## config.mk

```make
export PLATFORM = sky130hd
export DESIGN_NAME = uart_tx_fifo
export DESIGN_NICKNAME = d
export VERILOG_FILES = /design/src/rtl/uart_tx_fifo.sv
export SDC_FILE = /design/constraint.sdc
export NUM_CORES = 1
export LEC_CHECK = 0
export CAP_MARGIN = 0
export CORE_UTILIZATION = 53
export CTS_CLUSTER_DIAMETER = 60
export DETAILED_ROUTE_END_ITERATION = 8
export HOLD_SLACK_MARGIN = 0.15
export PLACE_DENSITY = 0.8
export SKIP_LAST_GASP = 1
export SLEW_MARGIN = 20
export SYNTH_ARGS = -nofsm -noshare
export SYNTH_HDL_FRONTEND = slang
export SYNTH_SLANG_ARGS = --single-unit
```

## constraint.sdc

```tcl
create_clock -name clk -period 3.1 [get_ports clk]
set_clock_uncertainty 0.2 [all_clocks]
set_input_delay 0.62 -clock clk [delete_from_list [all_inputs] [get_ports clk]]
set_output_delay 0.62 -clock clk [all_outputs]
set_load 0.01 [all_outputs]
```

## src/rtl/uart_tx_fifo.sv

```systemverilog
// UART transmitter (LSB-first 8N1) behind a 2^FIFO_AW-entry byte FIFO.
// Define UART_TX_PARITY_EN to add an even-parity bit (8E1 frames).
module uart_tx_fifo #(
  parameter int unsigned CLK_DIV = 434,
  parameter int unsigned FIFO_AW = 2
) (
  input  logic       clk,
  input  logic       rst_n,
  input  logic [7:0] tx_data,
  input  logic       tx_en,
  output logic       tx_busy,
  output logic       tx_idle,
  output logic       tx_ovf,
  output logic       txd
);

  localparam int unsigned DEPTH = 1 << FIFO_AW;
  localparam logic [FIFO_AW:0] FULL = {1'b1, {FIFO_AW{1'b0}}};
  localparam logic [15:0] BAUD_LAST = 16'(CLK_DIV - 1);

  localparam logic [2:0] IDLE   = 3'd0;
  localparam logic [2:0] START  = 3'd1;
  localparam logic [2:0] DATA   = 3'd2;
  localparam logic [2:0] STOP   = 3'd3;
`ifdef UART_TX_PARITY_EN
  localparam logic [2:0] PARITY = 3'd4;
`endif

  logic [7:0]         mem [DEPTH];
  logic [FIFO_AW-1:0] wr_ptr, rd_ptr;
  logic [FIFO_AW:0]   count, count_n;
  logic               push, pop, nonempty, baud_last;
  logic [7:0]         head;

  logic [2:0]  state, state_n;
  logic [15:0] baud_cnt, baud_n;
  logic [2:0]  bit_idx, idx_n;
  logic [7:0]  shift, shift_n;
  logic        txd_n;
`ifdef UART_TX_PARITY_EN
  logic        par, par_n;
`endif

  assign push      = tx_en & ~tx_busy;
  assign nonempty  = (count != '0);
  assign baud_last = (baud_cnt == BAUD_LAST);
  assign head      = mem[rd_ptr];

  always_comb begin
    pop     = 1'b0;
    state_n = state;
    baud_n  = baud_cnt + 16'd1;
    idx_n   = bit_idx;
    shift_n = shift;
`ifdef UART_TX_PARITY_EN
    par_n   = par;
`endif
    case (state)
      IDLE: begin
        baud_n = '0;
        if (nonempty) begin
          pop     = 1'b1;
          state_n = START;
          idx_n   = '0;
          shift_n = head;
`ifdef UART_TX_PARITY_EN
          par_n   = ^head;
`endif
        end
      end
      START: if (baud_last) begin
        state_n = DATA;
        baud_n  = '0;
      end
      DATA: if (baud_last) begin
        baud_n = '0;
        if (bit_idx == 3'd7) begin
`ifdef UART_TX_PARITY_EN
          state_n = PARITY;
`else
          state_n = STOP;
`endif
        end else begin
          idx_n   = bit_idx + 3'd1;
          shift_n = {1'b0, shift[7:1]};
        end
      end
`ifdef UART_TX_PARITY_EN
      PARITY: if (baud_last) begin
        state_n = STOP;
        baud_n  = '0;
      end
`endif
      STOP: if (baud_last) begin
        baud_n = '0;
        // Pop in the final stop cycle so consecutive frames abut with no idle gap
        if (nonempty) begin
          pop     = 1'b1;
          state_n = START;
          idx_n   = '0;
          shift_n = head;
`ifdef UART_TX_PARITY_EN
          par_n   = ^head;
`endif
        end else begin
          state_n = IDLE;
        end
      end
      default: begin
        state_n = IDLE;
        baud_n  = '0;
      end
    endcase
  end

  // Line level is derived from the next state so txd is a plain flop
  always_comb begin
    txd_n = 1'b1;
    case (state_n)
      START:  txd_n = 1'b0;
      DATA:   txd_n = shift_n[0];
`ifdef UART_TX_PARITY_EN
      PARITY: txd_n = par_n;
`endif
      default: txd_n = 1'b1;
    endcase
  end

  always_comb begin
    case ({push, pop})
      2'b10:   count_n = count + (FIFO_AW+1)'(1);
      2'b01:   count_n = count - (FIFO_AW+1)'(1);
      default: count_n = count;
    endcase
  end

  always_ff @(posedge clk) begin
    if (push) mem[wr_ptr] <= tx_data;
  end

  always_ff @(posedge clk) begin
    if (!rst_n) begin
      wr_ptr   <= '0;
      rd_ptr   <= '0;
      count    <= '0;
      tx_busy  <= 1'b0;
      tx_idle  <= 1'b1;
      tx_ovf   <= 1'b0;
      txd      <= 1'b1;
      state    <= IDLE;
      baud_cnt <= '0;
      bit_idx  <= '0;
      shift    <= '0;
`ifdef UART_TX_PARITY_EN
      par      <= 1'b0;
`endif
    end else begin
      if (push) wr_ptr <= wr_ptr + FIFO_AW'(1);
      if (pop)  rd_ptr <= rd_ptr + FIFO_AW'(1);
      count    <= count_n;
      tx_busy  <= (count_n == FULL);
      tx_idle  <= (state_n == IDLE) && (count_n == '0);
      tx_ovf   <= tx_ovf | (tx_en & tx_busy);
      txd      <= txd_n;
      state    <= state_n;
      baud_cnt <= baud_n;
      bit_idx  <= idx_n;
      shift    <= shift_n;
`ifdef UART_TX_PARITY_EN
      par      <= par_n;
`endif
    end
  end

endmodule

```

==> Word-level counts from Yosys, hierarchy flattened <==
Memory sizes are Yosys's and may differ from the RTL's. A register that Yosys moved wholly into a read port is not among the register bits.
Index checks and enable logic that the tools add are counted.
{ "totals": {"register_bits": 41, "mem_bits_rw": 32, "input_bits": 11, "output_inout_bits": 4, "word_cells": 73, "n_memories": 1} }
{ "op_classes": {"addsub": 6, "n_eq_ne": 13, "muxes": 26, "bitwise": 6, "n_reduce_logical": 9} }
{ "memory_table": {"columns": ["memory", "depth", "word_bits", "rd", "rd_ports_with_merged_regs", "write_ports", "line", "source"], "rows": [
  ["mem", 4, 8, 1, 1, 1, "29", "logic [7:0] mem [DEPTH];"]
]} }
{ "op_table": {"columns": ["op", "count"], "rows": [
  ["8-bit 2-to-1 mux", 4],
  ["3-bit 2-to-1 mux", 9],
  ["8-bit one-hot mux with 3 select lines", 1],
  ["16-bit by 1-bit adder with 16-bit output, second input constant", 1],
  ["16-bit by 9-bit == test with 1-bit output, second input constant", 1],
  ["3-bit one-hot mux with 4 select lines", 1],
  ["3-bit by 2-bit == test with 1-bit output, second input constant", 3],
  ["3-bit logical NOT", 3],
  ["3-bit one-hot mux with 3 select lines", 1],
  ["3-bit by 1-bit adder with 3-bit output, second input constant", 2],
  ["3-bit by 1-bit == test with 1-bit output, second input constant", 2],
  ["3-bit == test, second input constant", 2],
  ["2-bit != test, second input constant", 3],
  ["3-bit one-hot mux with 2 select lines", 1],
  ["3-bit nonzero test", 2],
  ["3-bit OR reduction", 2],
  ["1-bit 2-to-1 mux", 5],
  ["2-bit by 1-bit adder with 2-bit output, second input constant", 2],
  ["2-bit 2-to-1 mux", 2],
  ["1-bit one-hot mux with 2 select lines", 2],
  ["4-bit AND reduction", 1],
  ["1-bit inverter", 3],
  ["3-bit by 1-bit subtractor with 3-bit output, second input constant", 1],
  ["1-bit bitwise AND", 2],
  ["other kinds (4)", 4]
]} }

==> Longest topological paths before layout <==
Gate-level depths: netlist (run 1).
{ "depth": {"word_depth": 8, "mapped_depth": 13, "ltp_nobuf": 13} }

==> Worst setup path before layout (run 1) <==
No wires, ideal clock.
{ "synth_timing": {"kind": "register to register", "start": "register baud_cnt[6]", "end": "register tx_idle", "setup_ps": 58, "arrival_ps": 2778, "setup_slack_ps": 64, "stages_incl_launch_ff": 12, "path_buffers": 0, "path_cell_list": "dfxtp_1 > or4_4 > nor4_4 > a21oi_2 > inv_1 > ha_1 > inv_1 > fa_1 > nor2b_1 > nand2_1 > o221ai_1 > o211a_1"} }
{ "synth_via": {"elab_chain_cells": 7, "word_cells_on_any_way": 13} }
{ "synth_lines": {"columns": ["item", "line", "source"], "rows": [
  ["from (decl)", "36", "logic [15:0] baud_cnt, baud_n;"],
  ["from (signal assigned)", "166", "baud_cnt <= baud_n;"],
  ["16-bit by 9-bit == test with 1-bit output *", "46", "assign baud_last = (baud_cnt == BAUD_LAST);"],
  ["1-bit 2-to-1 mux *", "94", "STOP: if (baud_last) begin"],
  ["1-bit one-hot mux with 2 select lines *", "58", "case (state)"],
  ["net pop", "32", "logic push, pop, nonempty, baud_last;"],
  ["2-bit by 1-bit == test with 1-bit output or 2-bit == test (tied branches)", "130", "case ({push, pop})"],
  ["3-bit one-hot mux with 2 select lines *", "130", null],
  ["3-bit logical NOT *", "162", "tx_idle <= (state_n == IDLE) && (count_n == '0);"],
  ["1-bit logical AND *", "162", null],
  ["to (signal assigned)", "162", null],
  ["to (decl)", "12", "output logic tx_idle,"]
]} }
The timed path passes the listed nets; every way through them passes the cells marked *.
A chain may end at the register's enable or synchronous reset.

==> Worst setup path after layout (run 1) <==
{ "layout_timing": {"start": "register baud_cnt[3]", "end": "register tx_idle"} }
The elaborated chain is that of the path after synthesis.

==> summary.txt, run 1 <==
Status
  • Status: complete, no violations

STA
  • Min Tclk post-route: about 3 ns
  • Final Hold Fails: 0
  • Fmax: 334.7 MHz
  • Slew Viols, Final: 0
  • Period utilization: 96.37%
  • Slew HR: between 60% and 70%
  • Setup Viol. Count Final: 0
  • Worst Tran Pin Value: around 0.55 ns

Floorplan
  • Io pins: 15
  • Die Ht: about 80 um
  • Row count: 27
  • CORE AREA: 5675 um^2
  • Initial Util: approximately 57%
  • DIE WIDTH: around 80 um
  • Die Area: 6378 um^2

Synth
  • Post-synthesis compound-gate area fraction: 6.970%
  • Distinct cells, synth: 47
  • XOR/XNOR Fraction of Synth Area: under 10%
  • Prevailing post-synth register cell: dfxtp_1
  • Adder-cell share of the synthesized area: between 4 and 5%
  • Sequential area share after synthesis: 56.70%
  • FF+latch count, synth: 75
  • Ys Warns: 0
  • Commonest cells post-synth: dfxtp_1 (43), nor2_1 (37), edfxtp_1 (32)
  • Synth top area share: 29.91%
  • Cell count after synthesis: between 200 and 300
  • Largest family of logic cells by synthesized area: simple AND/OR/NAND/NOR gates
  • Mux cell area share after synthesis: roughly 6.9%
  • Syn_area_per_cell: between 10 and 15 um^2
  • EDFF count, synth: 32
  • Synth Cell Area: 3213 um^2
  • Mapped Nets: about 300
  • Leading cell type by number of instances after synthesis: dfxtp_1
  • Ys async rst share: 0%
  • Simple-Gate Fraction of Synth Area: approximately 16%
  • Top cells by area, synth: edfxtp_1 (30%), dfxtp_1 (27%), mux4_2 (5.6%)
  • Cell taking the most area after synthesis: edfxtp_1

Routing
  • Via total after detailed routing: roughly 2,100
  • Wirelength per Cell: about 15 um
  • Vias per std cell: 5.532
  • DR pass1 iterations: 4
  • 1st-iter DRT viols: approximately 120
  • DRC Markers: 0
  • Routed Antenna Nets: 0
  • Final WL: ~5.5 mm

Setup path
  • Setup CP Type: reg -> reg
  • Startpoint types: register
  • CP Data Required Time: between 3 and 4 ns
  • CP max FO: 4
  • Arrival time at the worst endpoint: a little over 3 ns
  • Crit path capture type: register

Pwr
  • Worst vdd ir: around 0.52 mV
  • Power Dens Cells: 738.5 nW/um^2
  • Pwr Total: between 0.002 and 0.003 W
  • LEAKAGE: between 1 and 1.5 nW

Cells and area
  • Share of cells above drive strength 1: approximately an eighth
  • Area occupied by multi-input gates: ~1300 um^2
  • Ant diodes: 0
  • Layout area overhead: 13.36%
  • Register area: 1822 um^2
  • Nets: 320
  • Filler cell count: 450
  • Non-Filler Instances: 376
  • Layout Utilization: between 60% and 70%

Global route
  • First-pass GRT wire length: roughly 9 mm
  • Vias in the first global route: just over 2,000
  • Grt ovf: 0
  • Initial antenna violation count: 0
  • Largest net degree at the start of global routing: 17
  • Gr usage total: roughly 20%

Clocking
  • # H-tree levels: 3
  • TritonCTS clock tree: built
  • Clock-pin slew on the worst setup and hold paths: 0.08 ns
  • Clock Sinks: 75
  • CTS Hold Bufs: 0
  • Root Buffer: clkbuf_8
  • Later-pin clock latency in the skew report: approximately 0.36 ns
  • CTS max path bufs: 2
  • Total CTS buffers: 9

Placement
  • Placed insts: between 300 and 400
  • GPL Wtd Cong: ~0.80
  • IO buf count: 14
  • Hpwl dp: approximately 3.7 mm

Job
  • Max cap viols: 0

Hold path
  • Path category of the worst min-delay check: reg -> reg
[per-layer routing]
| layer | track usage, % | vias to the layer above | share of wire (%) |
|---|---|---|---|
| met5 | 0 | - | 0 |
| met4 | 11.07 | 0 | 2.3 |
| met3 | 5.943 | 11 | 4.5 |
| met2 | 31.37 | 42 | 50 |
| met1 | 23.68 | 996 | 44 |
| li1 | - | 1031 | - |
[through the flow]
| stage | worst slack, ns | TNS, ns | hold WS, ns | area (um^2) |
|---|---|---|---|---|
| detailed placement | 0.2001 | 0 | 0.2633 | 3433 |
| CTS | 0.1639 | 0 | 0.2741 | 3625 |
| finish | 0.1124 | 0 | 0.2726 | 3642 |
| floorplan | 0.06371 | 0 | 0.2445 | 3213 |
| global placement | 0.2772 | 0 | 0.2518 | 3433 |
| global route | -0.07865 | -0.1022 | 0.2911 | 3642 |
[layout by cell type (no fill, tap or decap), drive strengths merged, types with 7 or more instances in the layout]
| master | synthesis | final |
|---|---|---|
| a21oi | 15 | 15 |
| buf | 3 | 7 |
| clkbuf | 8 | 10 |
| clkdlybuf4s50 | 0 | 14 |
| dfxtp | 43 | 43 |
| edfxtp | 32 | 32 |
| ha | 9 | 9 |
| inv | 13 | 15 |
| mux4 | 8 | 8 |
| nand2 | 12 | 12 |
| nand3 | 15 | 15 |
| nor2 | 37 | 37 |
| nor3 | 9 | 9 |
| xnor2 | 10 | 10 |
| xor2 | 11 | 11 |
[flip-flops by register name, summed over array words and instances, names as in the netlist, named ones only]
register and cells:
baud_cnt 16, bit_idx 3, count 3, mem 32
rd_ptr 2, shift 8, state 3, tx_busy 1
tx_idle 1, tx_ovf 1, txd 1, wr_ptr 2
[report_power, final]
part / total [W] / switching [W] / internal, W
Combinational: 0.000681 / 0.000336 / 0.000345
Sequential: 0.00128 / 0.000111 / 0.00116
Clock: 0.000733 / 0.000360 / 0.000373
[path summary, 6_finish.rpt]
path,cells after the start,slack [ns],end,start
max reg2reg,11,0.11,tx_idle,baud_cnt[3]
max,11,0.11,tx_idle,baud_cnt[3]
min,2,0.27,tx_ovf,tx_ovf
min reg2reg,2,0.27,tx_ovf,tx_ovf
[critical path, stage by stage (launching register included)]
cell	delay [ns]
dfxtp_1	0.36
or4_4	0.58
nor4_4	0.29
a21oi_2	0.10
inv_1	0.09
ha_1	0.18
inv_1	0.06
fa_1	0.48
nor2b_1	0.16
nand2_1	0.11
o221ai_2	0.17
o211a_1	0.16
[cells by family (layout without fill, tap and decap cells)]
kind of cell	after synthesis	in the layout
AND/OR/NAND/NOR	101	101
flip-flops	75	75
AO/OA/AOI/OAI	34	34
buffers and inverters	24	50
XOR/XNOR	21	21
multiplexers	12	12
adder cells (fa/ha/maj)	10	10
other	1	1
[final cells by class]
type                       instances  area share [%]
inverter                          13           1.340
clock inverter                     6           1.752
clock buffer                      10           3.504
multi-input combinational        179           35.62
sequential                        75           50.02
timing repair buffer              21           5.290
tap                               72           2.473
[repair_timing]
action,in CTS,in global routing
setup buffers,0,1
hold endpoints to repair,0,0
gates resized for setup,0,2
setup endpoints to repair,0,1
(Power assumes the default switching activity.)
==> run 2: changes to the inputs <==
--- a/config.mk
+++ b/config.mk
@@ -11,6 +11,7 @@
 export DETAILED_ROUTE_END_ITERATION = 8
 export HOLD_SLACK_MARGIN = 0.15
 export PLACE_DENSITY = 0.8
+export SETUP_SLACK_MARGIN = 0.15
 export SKIP_LAST_GASP = 1
 export SLEW_MARGIN = 20
 export SYNTH_ARGS = -nofsm -noshare
==> run 2 against run 1 <==
Compared with the run above:
- cell area is 2.2% higher
- die area stayed put
- power is 5.1% higher
- register-to-register slack better by 0.14 ns
- via count is 1.5% higher
- core utilization is 1.4 points higher
- non-clock buffer count is 1 higher
- worst hold slack worse by 0.0036 ns
- combinational power is 11% higher
- critical endpoint unchanged
==> summary.txt, run 2 (synthesis results as in run 1) <==
Pwr
  • Power Dens Cells: 759.7 nW/um^2 (was 738.5 nW/um^2)
  • Worst vdd ir: 0.4310 mV (was 0.5169 mV)
  • LEAKAGE: 1.286 nW (was 1.264 nW)

STA
  • RSZ-0062 raised after global routing: true
  • Period utilization: 91.85% (was 96.37%)
  • Fmax: 351.2 MHz (was 334.7 MHz)
  • Worst Tran Pin Value: 0.5445 ns (was 0.5500 ns)
  • Setup TNS: 0 ns (unchanged)
  • Slew Viols, Final: 0 (unchanged)
  • Slew HR: 63.65% (was 63.28%)
  • Setup Viol. Count Final: 0 (unchanged)
  • Final Hold Fails: 0 (unchanged)
  • Min Tclk post-route: 2.847 ns (was 2.988 ns)

Setup path
  • Reg2Reg Setup Slack: 0.25 ns (was 0.11 ns)
  • Arrival time at the worst endpoint: 2.93 ns (was 3.09 ns)
  • CP Data Required Time: 3.18 ns (was 3.20 ns)
  • Startpoint types: register (unchanged)
  • CP max FO: 2 (was 4)
  • Worst flop-to-flop path startpoint: baud_cnt[11] (was baud_cnt[3])
  • Worst setup path endpoint: tx_idle (unchanged)
  • FF-to-FF End: tx_idle (unchanged)
  • FF-to-FF path depth: 11 (unchanged)
  • Crit path capture type: register (unchanged)
  • Setup CP Type: reg -> reg (unchanged)
  • Critical path startpoint: baud_cnt[11] (was baud_cnt[3])

Cells and area
  • Top reg by flops: mem (unchanged)
  • Commonest non-fill, non-tap cells in the layout: dfxtp_1 (41), nor2_1 (37), edfxtp_1 (32) (was dfxtp_1 (43), nor2_1 (37), edfxtp_1 (32))
  • Layout area overhead: 15.85% (was 13.36%)
  • Share of cells above drive strength 1: 16.07% (was 12.83%)
  • Ant diodes: 0 (unchanged)
  • Leading registers by flop count: mem: 32 flops, baud_cnt: 16 flops, shift: 8 flops (unchanged)
  • Largest register FFs: 32 (unchanged)
  • Nets: 321 (was 320)
  • Commonest non-fill, non-tap cell in the layout: dfxtp_1 (unchanged)
  • Fin area: 3722 um^2 (was 3642 um^2)
  • Non-Filler Instances: 377 (was 376)

Clocking
  • Clock-pin slew on the worst setup and hold paths: 0.08 ns (about the same)
  • Clock Sinks: 75 (unchanged)
  • Later-pin clock latency in the skew report: 0.33 ns (was 0.36 ns)
  • CTS max path bufs: 2 (unchanged)
  • # H-tree levels: 3 (unchanged)
  • TritonCTS clock tree: built (unchanged)
  • Total CTS buffers: 9 (unchanged)
  • Root Buffer: clkbuf_8 (unchanged)

Routing
  • 1st-iter DRT viols: 132 (was 119)
  • Via total after detailed routing: 2,111 (was 2,080)
  • Final WL: 5.596 mm (was 5.468 mm)
  • DR pass1 iterations: 4 (unchanged)
  • DRC Markers: 0 (unchanged)
  • Wirelength per Cell: 14.84 um (was 14.54 um)
  • Routed Antenna Nets: 0 (unchanged)
  • Vias per std cell: 5.599 (was 5.532)

Global route
  • Gr usage total: 20.25% (was 19.68%)
  • Largest net degree at the start of global routing: 21 (was 17)
  • Grt ovf: 0 (unchanged)
  • Initial antenna violation count: 0 (unchanged)
  • First-pass GRT wire length: 9.577 mm (was 9.142 mm)
  • Vias in the first global route: 2,012 (was 2,048)

Placement
  • Placed cell area: 3455 um^2 (was 3433 um^2)
  • IO buf count: 14 (unchanged)
  • GPL Wtd Cong: 0.8429 (was 0.8039)
  • Placed insts: 358 (was 359)
  • Hpwl dp: 3.727 mm (was 3.677 mm)

Floorplan
  • Die Area: 6378 um^2 (unchanged)
  • DIE WIDTH: 79.86 um (unchanged)
  • Die Ht: 79.86 um (unchanged)
  • Io pins: 15 (unchanged)
  • Row count: 27 (unchanged)
  • CORE AREA: 5675 um^2 (unchanged)
  • Initial Util: 56.61% (unchanged)

Status
  • Status: complete, no violations (unchanged)

Job
  • Max cap viols: 0 (unchanged)

Hold path
  • Path category of the worst min-delay check: reg -> reg (unchanged)
[run 2: routing by layer]
layer	wire length (um)	vias to the layer above	global-route usage [%]
met5	0	-	0
met4	93	0	8.036
met3	160	8	4.914
met2	2772	32	31.62
met1	2570	1034	27.14
li1	-	1037	-
[run 2: final cells by class]
| cell class | count | area, um^2 |
|---|---|---|
| repair buffers | 22 | 200.2 |
| fillers | 436 | 1953 |
| inverters | 13 | 51.30 |
| well taps | 72 | 90.09 |
| multi-input cells | 179 | 1338 |
| clock inverters | 7 | 92.59 |
| flip-flops and latches | 75 | 1827 |
| clock buffers | 9 | 123.9 |
[run 2: timing repair]
| action | CTS | global route |
|---|---|---|
| gates resized for setup | 1 | 7 |
| setup buffers | 0 | 3 |
| endpoints found under the setup margin | 1 | 3 |
| hold buffers | 0 | 0 |
| endpoints found under the hold margin | 0 | 0 |
| pin swaps | 1 | 6 |
[run 2: worst min path at each step]
| stage | start | end | slack [ns] | cells past startpoint |
|---|---|---|---|---|
| 2_1_floorplan | baud_cnt[0] | baud_cnt[0] | 0.24 | 1 |
| 5_1_grt | shift[6] | shift[6] | 0.30 | 2 |
| 4_1_cts | shift[6] | shift[6] | 0.27 | 2 |
| 6_report | tx_ovf | tx_ovf | 0.27 | 2 |
| 3_5_place_dp | shift[6] | shift[6] | 0.26 | 2 |
| 3_3_place_gp | tx_ovf | tx_ovf | 0.25 | 2 |
[run 2: critical path, cell delays in order (launching register included)]
cell and delay (ns):
dfxtp_4 0.34, or4_4 0.53, nor4_4 0.31, a21oi_4 0.11, inv_4 0.08, ha_4 0.12, inv_1 0.05, fa_2 0.51
nor2b_4 0.16, nand2_2 0.07, o221ai_2 0.15, o211a_1 0.16
[run 2: where the power goes]
group / switching (W) / internal [W] / leakage, nW
clock: 0.000348 / 0.000450 / 0.103
combinational: 0.000365 / 0.000389 / 0.538
sequential: 0.000112 / 0.00116 / 0.645
[run 2: through the flow]
stage	hold WS, ns	power, W	utilization [%]	setup slack [ns]
2_1_floorplan	0.2445	0.001789	-	0.1504
3_3_place_gp	0.2499	0.001963	60.87	0.1985
3_5_place_dp	0.2605	0.001986	60.87	0.1609
4_1_cts	0.2713	0.002790	64.73	0.1670
5_1_grt	0.2956	0.002991	65.59	0.1073
6_report	0.2690	0.002828	65.59	0.2526
==> run 3: changes to the inputs <==
--- a/config.mk
+++ b/config.mk
@@ -10,10 +10,11 @@
 export CTS_CLUSTER_DIAMETER = 60
 export DETAILED_ROUTE_END_ITERATION = 8
 export HOLD_SLACK_MARGIN = 0.15
-export PLACE_DENSITY = 0.8
+export PLACE_DENSITY = 0.77
 export SETUP_SLACK_MARGIN = 0.15
 export SKIP_LAST_GASP = 1
 export SLEW_MARGIN = 20
 export SYNTH_ARGS = -nofsm -noshare
 export SYNTH_HDL_FRONTEND = slang
 export SYNTH_SLANG_ARGS = --single-unit
+export TNS_END_PERCENT = 30
==> run 3 against run 2 <==
Compared with the run above:
- critical path depth did not move
- non-clock buffer count fell by 1
- clock power rose by 12%
- flip-flop and latch count did not move
- sequential power barely moved
- worst setup slack improved by 0.019 ns
- critical path type unchanged
==> summary.txt, run 3 (synthesis results as in run 1) <==
Routing
  • Routed Antenna Nets: 0 (unchanged)
  • Vias per std cell: 5.537 (was 5.599)
  • Wirelength per Cell: 14.95 um (was 14.84 um)
  • DR pass1 iterations: 4 (unchanged)
  • DRC Markers: 0 (unchanged)
  • Via total after detailed routing: 2,082 (was 2,111)
  • Final WL: 5.623 mm (was 5.596 mm)
  • 1st-iter DRT viols: 125 (was 132)

Setup path
  • Crit-path cells: or4_4 > nor4_4 > a21oi_4 > inv_4 > ha_4 > inv_1 > fa_2 > xor2_2 > xnor2_1 > o221ai_2 > o211a_1 (was or4_4 > nor4_4 > a21oi_4 > inv_4 > ha_4 > inv_1 > fa_2 > nor2b_4 > nand2_2 > o221ai_2 > o211a_1)
  • Slowest CP cell: or4_4 (unchanged)
  • Startpoint types: register (unchanged)
  • Critical path's largest stage delay: 0.55 ns (was 0.53 ns)
  • Setup CP Type: reg -> reg (unchanged)
  • Crit path capture type: register (unchanged)
  • CP max FO: 2 (unchanged)
  • Arrival time at the worst endpoint: 2.87 ns (was 2.93 ns)
  • CP Data Required Time: 3.14 ns (was 3.18 ns)
  • Worst flop-to-flop path startpoint: baud_cnt[15] (was baud_cnt[11])
  • CP delay by family, top: simple AND/OR/NAND/NOR gates (unchanged)
  • Critical path startpoint: baud_cnt[15] (was baud_cnt[11])
  • Worst path bufs/invs: 2 (unchanged)

Clocking
  • # H-tree levels: 3 (unchanged)
  • Total CTS buffers: 9 (unchanged)
  • Clock Sinks: 75 (unchanged)
  • TritonCTS clock tree: built (unchanged)
  • Clock-pin slew on the worst setup and hold paths: 0.08 ns (about the same)
  • Root Buffer: clkbuf_8 (unchanged)
  • CTS Hold Bufs: 0 (unchanged)
  • Later-pin clock latency in the skew report: 0.35 ns (was 0.33 ns)
  • CTS max path bufs: 2 (unchanged)

STA
  • Slew Viols, Final: 0 (unchanged)
  • Fmax: 353.6 MHz (was 351.2 MHz)
  • Min Tclk post-route: 2.828 ns (was 2.847 ns)
  • Slew HR: 61.49% (was 63.65%)
  • Setup TNS: 0 ns (unchanged)
  • Final hold slack: 0.2696 ns (was 0.2690 ns)
  • Worst Tran Pin Value: 0.5768 ns (was 0.5445 ns)
  • Period utilization: 91.23% (was 91.85%)
  • RSZ-0062 raised after global routing: false (was true)
  • Setup Viol. Count Final: 0 (unchanged)
  • Final Hold Fails: 0 (unchanged)

Placement
  • IO buf count: 14 (unchanged)
  • Hpwl dp: 3.754 mm (was 3.727 mm)
  • GPL Wtd Cong: 0.7732 (was 0.8429)
  • Placed insts: 358 (unchanged)

Floorplan
  • Io pins: 15 (unchanged)
  • Die Area: 6378 um^2 (unchanged)
  • DIE WIDTH: 79.86 um (unchanged)
  • CORE AREA: 5675 um^2 (unchanged)
  • Die Ht: 79.86 um (unchanged)
  • Row count: 27 (unchanged)
  • Initial Util: 56.61% (unchanged)

Cells and area
  • Nets: 320 (was 321)
  • Leading registers by flop count: mem: 32 flops, baud_cnt: 16 flops, shift: 8 flops (unchanged)
  • Commonest non-fill, non-tap cell in the layout: dfxtp_1 (unchanged)
  • Non-Filler Instances: 376 (was 377)
  • Layout area overhead: 16.20% (was 15.85%)
  • Ant diodes: 0 (unchanged)
  • Area occupied by multi-input gates: 1338 um^2 (unchanged)
  • Register area: 1823 um^2 (was 1827 um^2)
  • Share of cells above drive strength 1: 15.46% (was 16.07%)
  • Largest register FFs: 32 (unchanged)
  • Top reg by flops: mem (unchanged)
  • Filler cell count: 433 (was 436)
  • Commonest non-fill, non-tap cells in the layout: dfxtp_1 (42), nor2_1 (37), edfxtp_1 (32) (was dfxtp_1 (41), nor2_1 (37), edfxtp_1 (32))

Pwr
  • Pwr Total: 0.002923 W (was 0.002828 W)
  • Worst vdd ir: 0.6533 mV (was 0.4310 mV)
  • LEAKAGE: 1.293 nW (was 1.286 nW)
  • Power Dens Cells: 782.8 nW/um^2 (was 759.7 nW/um^2)

Hold path
  • Hold path startpoint: shift[6] (was tx_ovf)
  • Path category of the worst min-delay check: reg -> reg (unchanged)

Global route
  • First-pass GRT wire length: 9.597 mm (was 9.577 mm)
  • Vias in the first global route: 2,066 (was 2,012)
  • Initial antenna violation count: 0 (unchanged)
  • Gr usage total: 20.39% (was 20.25%)
  • Grt ovf: 0 (unchanged)
  • Largest net degree at the start of global routing: 17 (was 21)

Job
  • Max cap viols: 0 (unchanged)

Status
  • Status: complete, no violations (unchanged)
-- run 3: cell type report --
type                    instances  share of cell area, %
flip-flops and latches         75                  48.83
multi-input cells             179                  35.82
repair buffers                 21                  5.161
clock buffers                   9                  3.318
clock inverters                 7                  3.083
well taps                      72                  2.413
inverters                      13                  1.374
-- run 3: timing repair --
item	CTS	global route
gates resized for setup	1	5
endpoints found under the setup margin	1	3
setup buffers	0	2
pin swaps	1	3
-- run 3: path summary, 6_finish.rpt --
| check | to | slack, ns | depth (start not counted) |
|---|---|---|---|
| setup / recovery | tx_idle | 0.27 | 11 |
| hold / removal | shift[6] | 0.27 | 2 |
| setup reg to reg | tx_idle | 0.27 | 11 |
| hold reg to reg | shift[6] | 0.27 | 2 |
-- run 3: power breakdown --
| part | switching [W] | internal [W] |
|---|---|---|
| Clock | 0.000360 | 0.000533 |
| Sequential | 0.000113 | 0.00116 |
| Combinational | 0.000359 | 0.000394 |
-- run 3: worst reg2reg max path: stages (launching register included) --
cell      delay [ns]
dfxtp_1         0.33
or4_4           0.55
nor4_4          0.31
a21oi_4         0.11
inv_4           0.08
ha_4            0.14
inv_1           0.05
fa_2            0.35
xor2_2          0.19
xnor2_1         0.17
o221ai_2        0.12
o211a_1         0.13
-- run 3: stage by stage --
step,area (um^2),utilization [%],setup WS [ns]
global placement,3455,60.87,0.2009
detailed placement,3455,60.87,0.1540
floorplan,3242,-,0.1504
finish,3734,65.78,0.2719
global route,3734,65.78,0.1518
CTS,3696,65.12,0.1656
-- run 3: layer usage --
metal / share of wire [%] / GRT usage, %
met5: 0 / 0
met4: 2.7 / 12.14
met1: 47 / 26.28
met2: 48 / 31.79
met3: 2.6 / 4.000
